**config.mk**
```make
export PLATFORM = sky130hd
export DESIGN_NAME = vga_sd_sync_ctrl
export DESIGN_NICKNAME = d
export VERILOG_FILES = /design/src/rtl/vga_sd_sync_ctrl.sv
export SDC_FILE = /design/constraint.sdc
export NUM_CORES = 1
export LEC_CHECK = 0
export ABC_CLOCK_PERIOD_IN_PS = 5600
export CAP_MARGIN = 20
export CORE_MARGIN = 1.5
export CORE_UTILIZATION = 61
export DETAILED_ROUTE_END_ITERATION = 12
export GPL_TIMING_DRIVEN = 0
export PLACE_DENSITY = 0.82
export SETUP_SLACK_MARGIN = 0.3
export SLEW_MARGIN = 10
export SYNTH_ARGS = -nofsm -noshare
export SYNTH_HDL_FRONTEND = slang
export SYNTH_SLANG_ARGS = --single-unit
```
**constraint.sdc**
```tcl
create_clock -name clkvga -period 5.6 [get_ports clkvga]
set_input_delay 0.84 -clock clkvga [delete_from_list [all_inputs] [get_ports clkvga]]
set_output_delay 0.84 -clock clkvga [all_outputs]
set_load 0.02 [all_outputs]
```
**src/rtl/vga_sd_sync_ctrl.sv**
```systemverilog
`default_nettype none
// ============================================================================
// Module      : vga_sd_sync_ctrl
// Description : Measures external video timing in the clkvga domain, locks onto
//               stable modes and drives the scandoubler enable/scanline controls.
// Revision    : 1.0 - initial release
// ============================================================================
module vga_sd_sync_ctrl #(
    parameter int HMIN          = 512,
    parameter int HMAX          = 2047,
    parameter int VMIN          = 200,
    parameter int VMAX          = 400,
    parameter int HTOL          = 4,
    parameter int STABLE_FRAMES = 4
) (
    input  logic        clkvga,
    input  logic        rst_n,
    input  logic        hsync_ext_n,
    input  logic        vsync_ext_n,
    input  logic        force_15khz,
    input  logic        scanlines_off,
    output logic [11:0] line_len,
    output logic [9:0]  frame_lines,
    output logic        locked,
    output logic        enable_scandoubling,
    output logic        disable_scaneffect,
    output logic        mode_changed
);

    localparam logic [12:0]        C_HMIN    = 13'(HMIN);
    localparam logic [12:0]        C_HMAX    = 13'(HMAX);
    localparam logic [11:0]        C_HTO     = 12'(HMAX + 1);
    localparam logic [9:0]         C_VMIN    = 10'(VMIN);
    localparam logic [9:0]         C_VMAX    = 10'(VMAX);
    localparam logic signed [12:0] C_HTOL    = 13'(HTOL);
    localparam logic [3:0]         C_STABLE  = 4'(STABLE_FRAMES);

    typedef enum logic [1:0] {
        ST_SEARCH  = 2'd0,
        ST_ACQUIRE = 2'd1,
        ST_LOCKED  = 2'd2
    } state_t;

    // Bit 0 carries hsync, bit 1 carries vsync through the synchroniser.
    logic [1:0]  meta_q, meta_d, sync_q, sync_d, prev_q, prev_d, fall_q, fall_d;
    logic [11:0] hcnt_q, hcnt_d, ref_h_q, ref_h_d, line_len_q, line_len_d;
    logic [12:0] hper_q, hper_d;
    logic [9:0]  vcnt_q, vcnt_d, ref_v_q, ref_v_d, frame_lines_q, frame_lines_d;
    logic [3:0]  stab_q, stab_d;
    logic        fbad_q, fbad_d, en_q, en_d, dis_q, dis_d, mc_q, mc_d;
    state_t      state_q, state_d;

    logic               hfall, vfall, timeout, hper_ok, frame_ok, match, load_ref, enter_lock;
    logic [11:0]        hcnt_inc;
    logic [12:0]        hper_n;
    logic [9:0]         vcnt_n;
    logic               fbad_n;
    logic signed [12:0] hdiff;

    assign hfall    = fall_q[0];
    assign vfall    = fall_q[1];
    assign timeout  = (hcnt_q == C_HTO);
    assign hcnt_inc = (hcnt_q == 12'hFFF) ? hcnt_q : hcnt_q + 12'd1;

    // A coincident hfall is folded into the frame that vfall closes.
    assign hper_n   = hfall ? ({1'b0, hcnt_q} + 13'd1) : hper_q;
    assign vcnt_n   = hfall ? ((vcnt_q == 10'h3FF) ? vcnt_q : vcnt_q + 10'd1) : vcnt_q;
    assign hper_ok  = (hper_n >= C_HMIN) && (hper_n <= C_HMAX);
    assign fbad_n   = fbad_q | (hfall & ~hper_ok);
    assign frame_ok = ~fbad_n && (vcnt_n >= C_VMIN) && (vcnt_n <= C_VMAX) && hper_ok;
    assign hdiff    = $signed({1'b0, hper_n[11:0]}) - $signed({1'b0, ref_h_q});
    assign match    = (hdiff <= C_HTOL) && (hdiff >= -C_HTOL) && (vcnt_n == ref_v_q);

    always_comb begin
        meta_d        = {vsync_ext_n, hsync_ext_n};
        sync_d        = meta_q;
        prev_d        = sync_q;
        fall_d        = prev_q & ~sync_q;
        hcnt_d        = hfall ? 12'd0 : hcnt_inc;
        hper_d        = hper_n;
        vcnt_d        = vcnt_n;
        fbad_d        = fbad_n;
        state_d       = state_q;
        stab_d        = stab_q;
        ref_h_d       = ref_h_q;
        ref_v_d       = ref_v_q;
        line_len_d    = line_len_q;
        frame_lines_d = frame_lines_q;
        en_d          = en_q;
        dis_d         = dis_q;
        mc_d          = 1'b0;
        load_ref      = 1'b0;
        enter_lock    = 1'b0;

        if (timeout) begin
            state_d = ST_SEARCH;
            stab_d  = 4'd0;
            fbad_d  = 1'b1;
            if (vfall) vcnt_d = 10'd0;
        end else if (vfall) begin
            vcnt_d = 10'd0;
            fbad_d = 1'b0;
            if (!frame_ok) begin
                state_d = ST_SEARCH;
                stab_d  = 4'd0;
            end else begin
                case (state_q)
                    ST_SEARCH: begin
                        load_ref   = 1'b1;
                        enter_lock = (C_STABLE <= 4'd1);
                        state_d    = (C_STABLE <= 4'd1) ? ST_LOCKED : ST_ACQUIRE;
                    end
                    ST_ACQUIRE: begin
                        if (match) begin
                            stab_d = stab_q + 4'd1;
                            if ((stab_q + 4'd1) >= C_STABLE) begin
                                state_d    = ST_LOCKED;
                                enter_lock = 1'b1;
                            end
                        end else begin
                            load_ref = 1'b1;
                        end
                    end
                    ST_LOCKED: begin
                        if (!match) begin
                            load_ref = 1'b1;
                            state_d  = ST_ACQUIRE;
                        end
                    end
                    default: state_d = ST_SEARCH;
                endcase
            end
            if (load_ref) begin
                ref_h_d = hper_n[11:0];
                ref_v_d = vcnt_n;
                stab_d  = 4'd1;
            end
            if (enter_lock) begin
                line_len_d    = ref_h_d;
                frame_lines_d = ref_v_d;
                mc_d          = (ref_h_d != line_len_q) || (ref_v_d != frame_lines_q);
            end
            // User controls are sampled only at frame boundaries.
            if (state_d == ST_LOCKED) begin
                en_d  = ~force_15khz;
                dis_d = scanlines_off;
            end
        end
        if (state_d != ST_LOCKED) en_d = 1'b0;
    end

    always_ff @(posedge clkvga or negedge rst_n) begin
        if (!rst_n) begin
            meta_q        <= 2'b11;
            sync_q        <= 2'b11;
            prev_q        <= 2'b11;
            fall_q        <= 2'b00;
            hcnt_q        <= 12'd0;
            hper_q        <= 13'd0;
            vcnt_q        <= 10'd0;
            fbad_q        <= 1'b0;
            state_q       <= ST_SEARCH;
            stab_q        <= 4'd0;
            ref_h_q       <= 12'd0;
            ref_v_q       <= 10'd0;
            line_len_q    <= 12'd0;
            frame_lines_q <= 10'd0;
            en_q          <= 1'b0;
            dis_q         <= 1'b0;
            mc_q          <= 1'b0;
        end else begin
            meta_q        <= meta_d;
            sync_q        <= sync_d;
            prev_q        <= prev_d;
            fall_q        <= fall_d;
            hcnt_q        <= hcnt_d;
            hper_q        <= hper_d;
            vcnt_q        <= vcnt_d;
            fbad_q        <= fbad_d;
            state_q       <= state_d;
            stab_q        <= stab_d;
            ref_h_q       <= ref_h_d;
            ref_v_q       <= ref_v_d;
            line_len_q    <= line_len_d;
            frame_lines_q <= frame_lines_d;
            en_q          <= en_d;
            dis_q         <= dis_d;
            mc_q          <= mc_d;
        end
    end

    assign line_len            = line_len_q;
    assign frame_lines         = frame_lines_q;
    assign locked              = (state_q == ST_LOCKED);
    assign enable_scandoubling = en_q;
    assign disable_scaneffect  = dis_q;
    assign mode_changed        = mc_q;

endmodule
`default_nettype wire

```
==> report_table.html <==
<table>
<tr><th>Metric</th><th>Value</th></tr>
<tr><th colspan="2">Yosys</th></tr>
<tr><td>Most common flop cell mapped by yosys</td><td>sky130_fd_sc_hd__dfrtp_1</td></tr>
<tr><td>Average instance area after synthesis</td><td>9.19 um2</td></tr>
<tr><td>Asr flop ratio synth</td><td>100%</td></tr>
<tr><td>Count of flip-flops with a built-in enable after synthesis</td><td>0</td></tr>
<tr><td>Count of mapped cells out of synthesis</td><td>685</td></tr>
<tr><td>Unique cell type count in the Yosys netlist</td><td>78</td></tr>
<tr><td>Yosys warning count</td><td>0</td></tr>
<tr><td>Synth Net Count</td><td>712</td></tr>
<tr><td>Post-synthesis cell area</td><td>6300 um2</td></tr>
<tr><td>Seq cells post-synth</td><td>97</td></tr>
<tr><td>Post-synthesis sequential area ratio</td><td>38.7%</td></tr>
<tr><th colspan="2">Critical path</th></tr>
<tr><td>Family with the most delay on the worst path</td><td>simple AND/OR/NAND/NOR gates</td></tr>
<tr><td>Element type at the critical path end</td><td>register</td></tr>
<tr><td>Buffer and inverter count on the worst path</td><td>6</td></tr>
<tr><td>Startpoint types</td><td>register</td></tr>
<tr><td>Cells traversed along the worst timing path</td><td>buf_4 -&gt; clkbuf_4 -&gt; clkbuf_4 -&gt; buf_4 -&gt; nor2_1 -&gt; a21oi_2 -&gt; ha_2 -&gt; nor2b_1 -&gt; o211ai_1 -&gt; a211oi_1 -&gt; or4_1 -&gt; a2111oi_4 -&gt; nand3_1 -&gt; a21boi_4 -&gt; nor3b_4 -&gt; nand2_1 -&gt; buf_2 -&gt; buf_2 -&gt; nand2_1 -&gt; o21ai_0</td></tr>
<tr><td>Critical-path cell with the highest stage delay</td><td>sky130_fd_sc_hd__or4_1</td></tr>
<tr><td>Critical path's largest stage delay</td><td>0.55 ns</td></tr>
<tr><td>Critical path peak fanout</td><td>10</td></tr>
<tr><td>Worst endpoint required time</td><td>5.83 ns</td></tr>
<tr><td>Worst setup path category</td><td>reg2reg</td></tr>
<tr><td>Worst path arrival time</td><td>5.29 ns</td></tr>
<tr><th colspan="2">Global route</th></tr>
<tr><td>Initial antenna violation count</td><td>0</td></tr>
<tr><td>Largest net degree at the start of global routing</td><td>54</td></tr>
<tr><td>Global Route Usage Sum</td><td>30.5%</td></tr>
<tr><td>Overflow left after global routing</td><td>0</td></tr>
<tr><td>Vias in the first global route</td><td>5332</td></tr>
<tr><td>Global-route wire length before repair</td><td>26400 um</td></tr>
<tr><th colspan="2">Timing</th></tr>
<tr><td>Upper clock frequency limit</td><td>198 MHz</td></tr>
<tr><td>Max-slew violation count</td><td>0</td></tr>
<tr><td>Max-Slew Margin vs Limit</td><td>44.1%</td></tr>
<tr><td>Setup Viol. Count Final</td><td>0</td></tr>
<tr><td>Worst path setup slack after routing</td><td>0.544 ns</td></tr>
<tr><td>Period Utilization, post-route</td><td>90.3%</td></tr>
<tr><td>Setup repair after global routing missed its margin</td><td>yes</td></tr>
<tr><td>Least-Margin Pin Slew</td><td>0.818 ns</td></tr>
<tr><td>Number of hold violations in the final report</td><td>0</td></tr>
<tr><td>Final Critical Period</td><td>5.06 ns</td></tr>
<tr><td>Clock Skews</td><td>0.0131 ns</td></tr>
<tr><th colspan="2">Finish</th></tr>
<tr><td>Share of post-route cells with drive strength above 1</td><td>13.8%</td></tr>
<tr><td>Fraction of the core area covered by cells at the end of the flow</td><td>71.4%</td></tr>
<tr><td>Layout Nets</td><td>760</td></tr>
<tr><td>Number of diodes added for antenna fixing</td><td>0</td></tr>
<tr><td>Area growth from synthesis to final layout</td><td>12.3%</td></tr>
<tr><th colspan="2">Detailed routing</th></tr>
<tr><td>Via count</td><td>5420</td></tr>
<tr><td>Average wire per cell in the routed design</td><td>18.5 um</td></tr>
<tr><td>Antenna-violating nets left</td><td>0</td></tr>
<tr><td>Routed Wire Length</td><td>16100 um</td></tr>
<tr><td>Count of unresolved DRC violations after routing</td><td>0</td></tr>
<tr><td>Initial DRC Count</td><td>528</td></tr>
<tr><td>Average vias per placed instance</td><td>6.23</td></tr>
<tr><td>Number of iterations in the first detailed-routing pass</td><td>5</td></tr>
<tr><th colspan="2">Power</th></tr>
<tr><td>Net switching share of the total power</td><td>34.5%</td></tr>
<tr><td>Pint</td><td>1070 uW</td></tr>
<tr><td>Worst vdd rail ir drop</td><td>0.118 mV</td></tr>
<tr><td>Sequential cell fraction of total power</td><td>46.8%</td></tr>
<tr><td>Leak pwr</td><td>0.00294 uW</td></tr>
<tr><td>Cell Pwr Density</td><td>231 nW/um2</td></tr>
<tr><td>Logic pwr share</td><td>27.4%</td></tr>
<tr><td>Clk pwr share</td><td>25.8%</td></tr>
<tr><td>Switching power of the nets</td><td>562 uW</td></tr>
<tr><th colspan="2">Placement</th></tr>
<tr><td>Worst slack after detailed placement</td><td>-0.623 ns</td></tr>
<tr><td>Count of input and output buffers</td><td>31</td></tr>
<tr><td>Post-DP HPWL</td><td>11800 um</td></tr>
<tr><td>Routability congestion estimate from global placement</td><td>0.918</td></tr>
<tr><th colspan="2">Floorplan</th></tr>
<tr><td>Die W</td><td>105 um</td></tr>
<tr><td>Die extent in y</td><td>105 um</td></tr>
<tr><td>Die Footprint</td><td>10900 um2</td></tr>
<tr><td>Top Ports</td><td>32</td></tr>
<tr><td>Effective utilization at floorplan</td><td>63.5%</td></tr>
<tr><td>Area of the placeable core</td><td>9910 um2</td></tr>
<tr><td>Core Rows</td><td>36</td></tr>
<tr><th colspan="2">CTS</th></tr>
<tr><td>Worst-case clock buffer depth</td><td>2</td></tr>
<tr><td>Number of buffers inserted by hold repair at cts</td><td>0</td></tr>
<tr><td>CTS Root Buffer Type</td><td>sky130_fd_sc_hd__clkbuf_8</td></tr>
<tr><td>CTS buffer count</td><td>9</td></tr>
<tr><td>Htree depth</td><td>3</td></tr>
<tr><td>Sinks on Clock Net</td><td>97</td></tr>
<tr><td>Worst-path clk slew</td><td>0.09 ns</td></tr>
<tr><td>Clock network latency to the later pin of the worst-skew pair</td><td>0.39 ns</td></tr>
<tr><td>Clock tree from TritonCTS</td><td>built</td></tr>
<tr><th colspan="2">Outcome</th></tr>
<tr><td>Result of the run</td><td>finished, final reports clean</td></tr>
<tr><th colspan="2">Min path</th></tr>
<tr><td>Type of the most critical hold path</td><td>reg2reg</td></tr>
<tr><th colspan="2">Job</th></tr>
<tr><td>Total of max-cap violations</td><td>0</td></tr>
</table>
==> path summary, 6_finish.rpt <==
kind | startpoint | to | slack [ns] | depth (start not counted)
max in group asynchronous | rst_n | prev_q[0] | 4.35 | 2
worst min-delay path | meta_q[1] | prev_d[1] | 0.36 | 0
min in group asynchronous | rst_n | line_len[10] | 0.48 | 1
worst max register to register | fall_q[0] | line_len[0] | 0.54 | 20
worst min register to register | meta_q[1] | prev_d[1] | 0.36 | 0
worst max-delay path | fall_q[0] | line_len[0] | 0.54 | 20
==> cells in the mapped netlist (16+ instances only) <==
library cell | instances | area share (%)
sky130_fd_sc_hd__nor2_1 | 50 | 3.0
sky130_fd_sc_hd__mux2_2 | 21 | 3.8
sky130_fd_sc_hd__xor2_1 | 24 | 3.3
sky130_fd_sc_hd__o21ai_0 | 39 | 3.1
sky130_fd_sc_hd__nor2b_1 | 16 | 1.6
sky130_fd_sc_hd__a21oi_1 | 48 | 3.8
sky130_fd_sc_hd__mux2i_1 | 23 | 3.7
sky130_fd_sc_hd__nand2_1 | 63 | 3.8
sky130_fd_sc_hd__nand3_1 | 21 | 1.7
sky130_fd_sc_hd__inv_1 | 40 | 2.4
sky130_fd_sc_hd__xnor2_1 | 27 | 3.8
sky130_fd_sc_hd__ha_1 | 20 | 4.0
sky130_fd_sc_hd__dfrtp_1 | 91 | 36
==> logic make-up after synthesis <==
family                   synth area share, %
buffers and inverters                   4.95
adder cells (fa/ha/maj)                 4.29
AND/OR/NAND/NOR                         18.3
multiplexers                            7.41
AO/OA/AOI/OAI                           18.7
XOR/XNOR                                7.73
flip-flops                              38.7
==> flip-flops by register name, indices dropped and copies added (netlist names), 4 cells and up <==
signal / cells
ref_h_q: 12
frame_lines: 10
line_len: 12
hper_q: 13
stab_q: 4
hcnt_q: 12
ref_v_q: 10
vcnt_q: 10
==> layer usage <==
metal,up-vias,GRT usage [%],wire (um)
li1,2555,-,-
met1,2617,40.2,6850
met2,203,49.7,7730
met3,45,4.99,969
met4,0,13.6,533
met5,-,0,0
==> power by group through the flow <==
| stage | sequential (uW) | combinational (uW) | clock (uW) |
|---|---|---|---|
| 6_report | 763 | 447 | 420 |
| 3_5_place_dp | 776 | 406 | 0 |
| 4_1_cts | 762 | 423 | 421 |
| 3_3_place_gp | 775 | 387 | 0 |
| 2_1_floorplan | 771 | 300 | 0 |
| 5_1_grt | 769 | 496 | 452 |
==> what timing repair did <==
action,4_1_cts,5_1_grt
setup endpoints to repair,53,47
pin swaps,0,3
resized for setup,10,14
setup buffers,1,4
==> final cells by class <==
type / instances / area, um2
well taps: 133 / 166
multi-input cells: 516 / 3610
plain buffers: 32 / 176
inverters: 40 / 150
fillers: 751 / 2840
flip-flops and latches: 97 / 2440
clock inverters: 6 / 46.3
repair buffers: 37 / 365
clock buffers: 9 / 124
==> stage by stage <==
stage	total power (uW)	area [um2]	hold slack, ns	setup TNS (ns)	instances
final	1630	7070	0.359	0	870
after global routing	1720	7070	0.361	0	870
after CTS	1610	7000	0.364	0	866
after detailed placement	1180	6790	0.350	-23.15	850
after global placement	1160	6770	0.346	-14.86	849
after floorplan	1070	6300	0.345	0	685
==> cells in the final DEF, fill, tap and decap left out, drive strengths merged, types with 25 or more instances in the layout <==
master | netlist | final
dfrtp | 91 | 91
nand2 | 63 | 63
a21oi | 51 | 51
nor2 | 50 | 50
o21ai | 45 | 45
inv | 40 | 40
clkdlybuf4s50 | 0 | 30
xnor2 | 27 | 27
buf | 19 | 26
xor2 | 25 | 25
Power figures use the tool's default switching activity.
==> RTL edit, RTL diff (same flow settings) <==
The 3 states of `state_t` get a one-hot encoding in 3 bits.
--- a/src/rtl/vga_sd_sync_ctrl.sv
+++ b/src/rtl/vga_sd_sync_ctrl.sv
@@ -35,10 +35,10 @@
     localparam logic signed [12:0] C_HTOL    = 13'(HTOL);
     localparam logic [3:0]         C_STABLE  = 4'(STABLE_FRAMES);
 
-    typedef enum logic [1:0] {
-        ST_SEARCH  = 2'd0,
-        ST_ACQUIRE = 2'd1,
-        ST_LOCKED  = 2'd2
+    typedef enum logic [2:0] {
+        ST_SEARCH  = 3'b001,
+        ST_ACQUIRE = 3'b010,
+        ST_LOCKED  = 3'b100
     } state_t;
 
     // Bit 0 carries hsync, bit 1 carries vsync through the synchroniser.
Function: no difference found for any inputs over 10 cycles, from zero or initial values and one cycle with rst_n low; not proved beyond that.
==> RTL edit against the original RTL <==
Synthesized cell count shrank 9.5%. Sequential cell count is 1 higher. First-iteration DRC count fell by 31%. Worst hold slack gained 2.2 ps. Cell area shrank 5.1%. Routed wire length is 11% lower. Largest cell class unchanged. Total power is 0.33% higher. Count of clock-buffer cells in the layout grew 1. Setup slack worse by 13 ps. Maximum frequency is 0.26% lower. Critical path depth up 2. Largest power group unchanged. Via count decreased by 7.9%. Synthesized area shrank 6.0%.
==> RTL edit: results (changes against the original RTL) <==
min_path:
  min_path_type: "register to register"
layout:
  regMostFlops: "hper_q"
  n_antenna_cell: 0  # unchanged
  largest_reg_flops: 13  # unchanged
  nets: 688  # -9.5%
  drive_gt1_share_pct: 12.8  # -1.0 points
  fillCellCount: 675  # -10%
setup_path:
  cp_slowest_cell: "dfrtp_1"
  critPathMaxFanout: 10  # unchanged
  crit_family: "compound AO/OA/AOI/OAI gates"
  critPathArrivalTime_ps: 5300  # about the same
  max_stage_delay_ps: 370  # -180 ps
placement:
  place_congestion: 0.917  # -0.12%
  placed_cells: 781  # -8.1%
  dp_hpwl_um: 10600  # -10%
  port_buffers: 31  # unchanged
synthesis:
  synthTopCellsByCount: "dfrtp_1 (91), nand2_1 (59), nor2_1 (52), a21oi_1 (41), o21ai_0 (37)"
  synth.area.top_cells: "dfrtp_1 (38%), mux2i_1 (4.1%), nand2_1 (3.7%), xnor2_1 (3.6%), a21oi_1 (3.5%)"
  synth_compound_area_share_pct: 17.4  # -1.2 points
  synth.mux.area_fraction_pct: 7.34  # -0.075 points
  synthAdderAreaFrac_pct: 3.72  # -0.57 points
  syn_avg_cell_area_um2: 9.55  # +3.8%
  synth_seq_area_share_pct: 41.6  # +2.9 points
  synth_cell_types: 87  # +12%
  yosys_warnings: 0  # unchanged
  synth_nets: 643  # -9.7%
  ys_async_sr_fraction_pct: 100  # unchanged
  synthXorXnorAreaFrac_pct: 6.60  # -1.1 points
cts:
  cts.path.max_buffers: 2  # unchanged
  path_clk_slew_ps: 100
  ctsHoldBuffers: 0  # unchanged
  clockRootBuffer: "clkbuf_8"
  cts_made_buffers: 9  # unchanged
  clk_latency_ps: 370  # -20 ps
  cts.htree.levels: 3  # unchanged
grt:
  grt_max_degree: 62  # +15%
  antenna_found_initial: 0  # unchanged
  grt_pass1_vias: 4789  # -10%
  grt_pass1_wl_um: 23500  # -11%
  grtUsageTotal_pct: 29.6  # -0.93 points
route:
  num_vias: 4993  # -7.9%
  drt-initial-drc-count: 365  # -31%
  routed_via_density: 6.25  # +0.31%
  first_pass_iters: 5  # unchanged
  wl_per_cell_um: 18.0  # -2.7%
pwr:
  peakVddDrop_mv: 0.134  # +14%
  p_leak_nw: 2.84  # -3.4%
timing:
  maxSlewHeadroom_pct: 61.4  # +17 points
  worst_clock_skew_ps: 17.4  # +4.31 ps
status:
  status: "finished clean"
## RTL edit: final timing paths
path | start | end | slack [ps] | depth (start not counted)
hold / removal | meta_q[0] | prev_d[0] | 360 | 0
min in group asynchronous | rst_n | hcnt_q[2] | 420 | 1
hold reg to reg | meta_q[0] | prev_d[0] | 360 | 0
setup / recovery | fall_q[0] | mode_changed | 530 | 22
max in group asynchronous | rst_n | prev_q[0] | 4460 | 2
setup reg to reg | fall_q[0] | mode_changed | 530 | 22
## RTL edit: cells by family (layout without fill, tap and decap cells)
kind of cell    count (synthesis)  count (layout)
compound gates                151             151
simple gates                  218             218
buf+inv                        53             103
mux                            40              40
xor+xnor                       43              43
flops                          98              98
fa+ha+maj                      17              17
## RTL edit: layout make-up
class	count	area (um^2)	area share, %
buffer	24	138	2.05
inverter	29	109	1.62
tap	129	161	2.41
timing repair buffer	34	350	5.22
clock buffer	10	128	1.90
multi-input combinational	469	3290	49.0
sequential	98	2460	36.7
clock inverter	6	73.8	1.10
## RTL edit: metrics by stage
| step | worst slack (ps) | instance area, um^2 | hold WS [ps] | total power [W] |
|---|---|---|---|---|
| after floorplan | 887 | 5920 | 345 | 0.00106 |
| after global placement | -47.9 | 6390 | 348 | 0.00114 |
| after detailed placement | -119 | 6410 | 349 | 0.00116 |
| after CTS | 331 | 6620 | 360 | 0.00163 |
| after global routing | 330 | 6710 | 366 | 0.00171 |
| final | 531 | 6710 | 361 | 0.00164 |
## RTL edit: where the power goes
group / internal [W] / total [W] / switching, W / leakage (nW)
combinational: 0.000155 / 0.000400 / 0.000245 / 1.43
sequential: 0.000744 / 0.000767 / 0.0000236 / 1.31
clock: 0.000212 / 0.000468 / 0.000256 / 0.0950
total: 0.00111 / 0.00164 / 0.000525 / 2.84
## RTL edit: what timing repair did
item | in CTS | in global routing
pin swaps | 0 | 6
endpoints found under the hold margin | 0 | 0
gates resized for setup | 4 | 24
setup buffers | 0 | 2
endpoints found under the setup margin | 45 | 41
## RTL edit: worst register-to-register path: cells and delay by family (launching register included)
| kind | cells | cell delay, ps |
|---|---|---|
| and+or+nand+nor | 3 | 680 |
| buffers and inverters | 8 | 1300 |
| muxes | 2 | 400 |
| DFF | 1 | 370 |
| AOI/OAI and AO/OA | 7 | 1620 |
| adders and majority gates | 2 | 560 |
## RTL edit: layer usage
layer | up-vias | track usage (%) | routed length [um]
li1 | 2322 | - | -
met1 | 2482 | 41.6 | 6530
met2 | 163 | 45.5 | 6780
met3 | 26 | 6.21 | 794
met4 | 0 | 10.8 | 270
met5 | - | 0 | 0
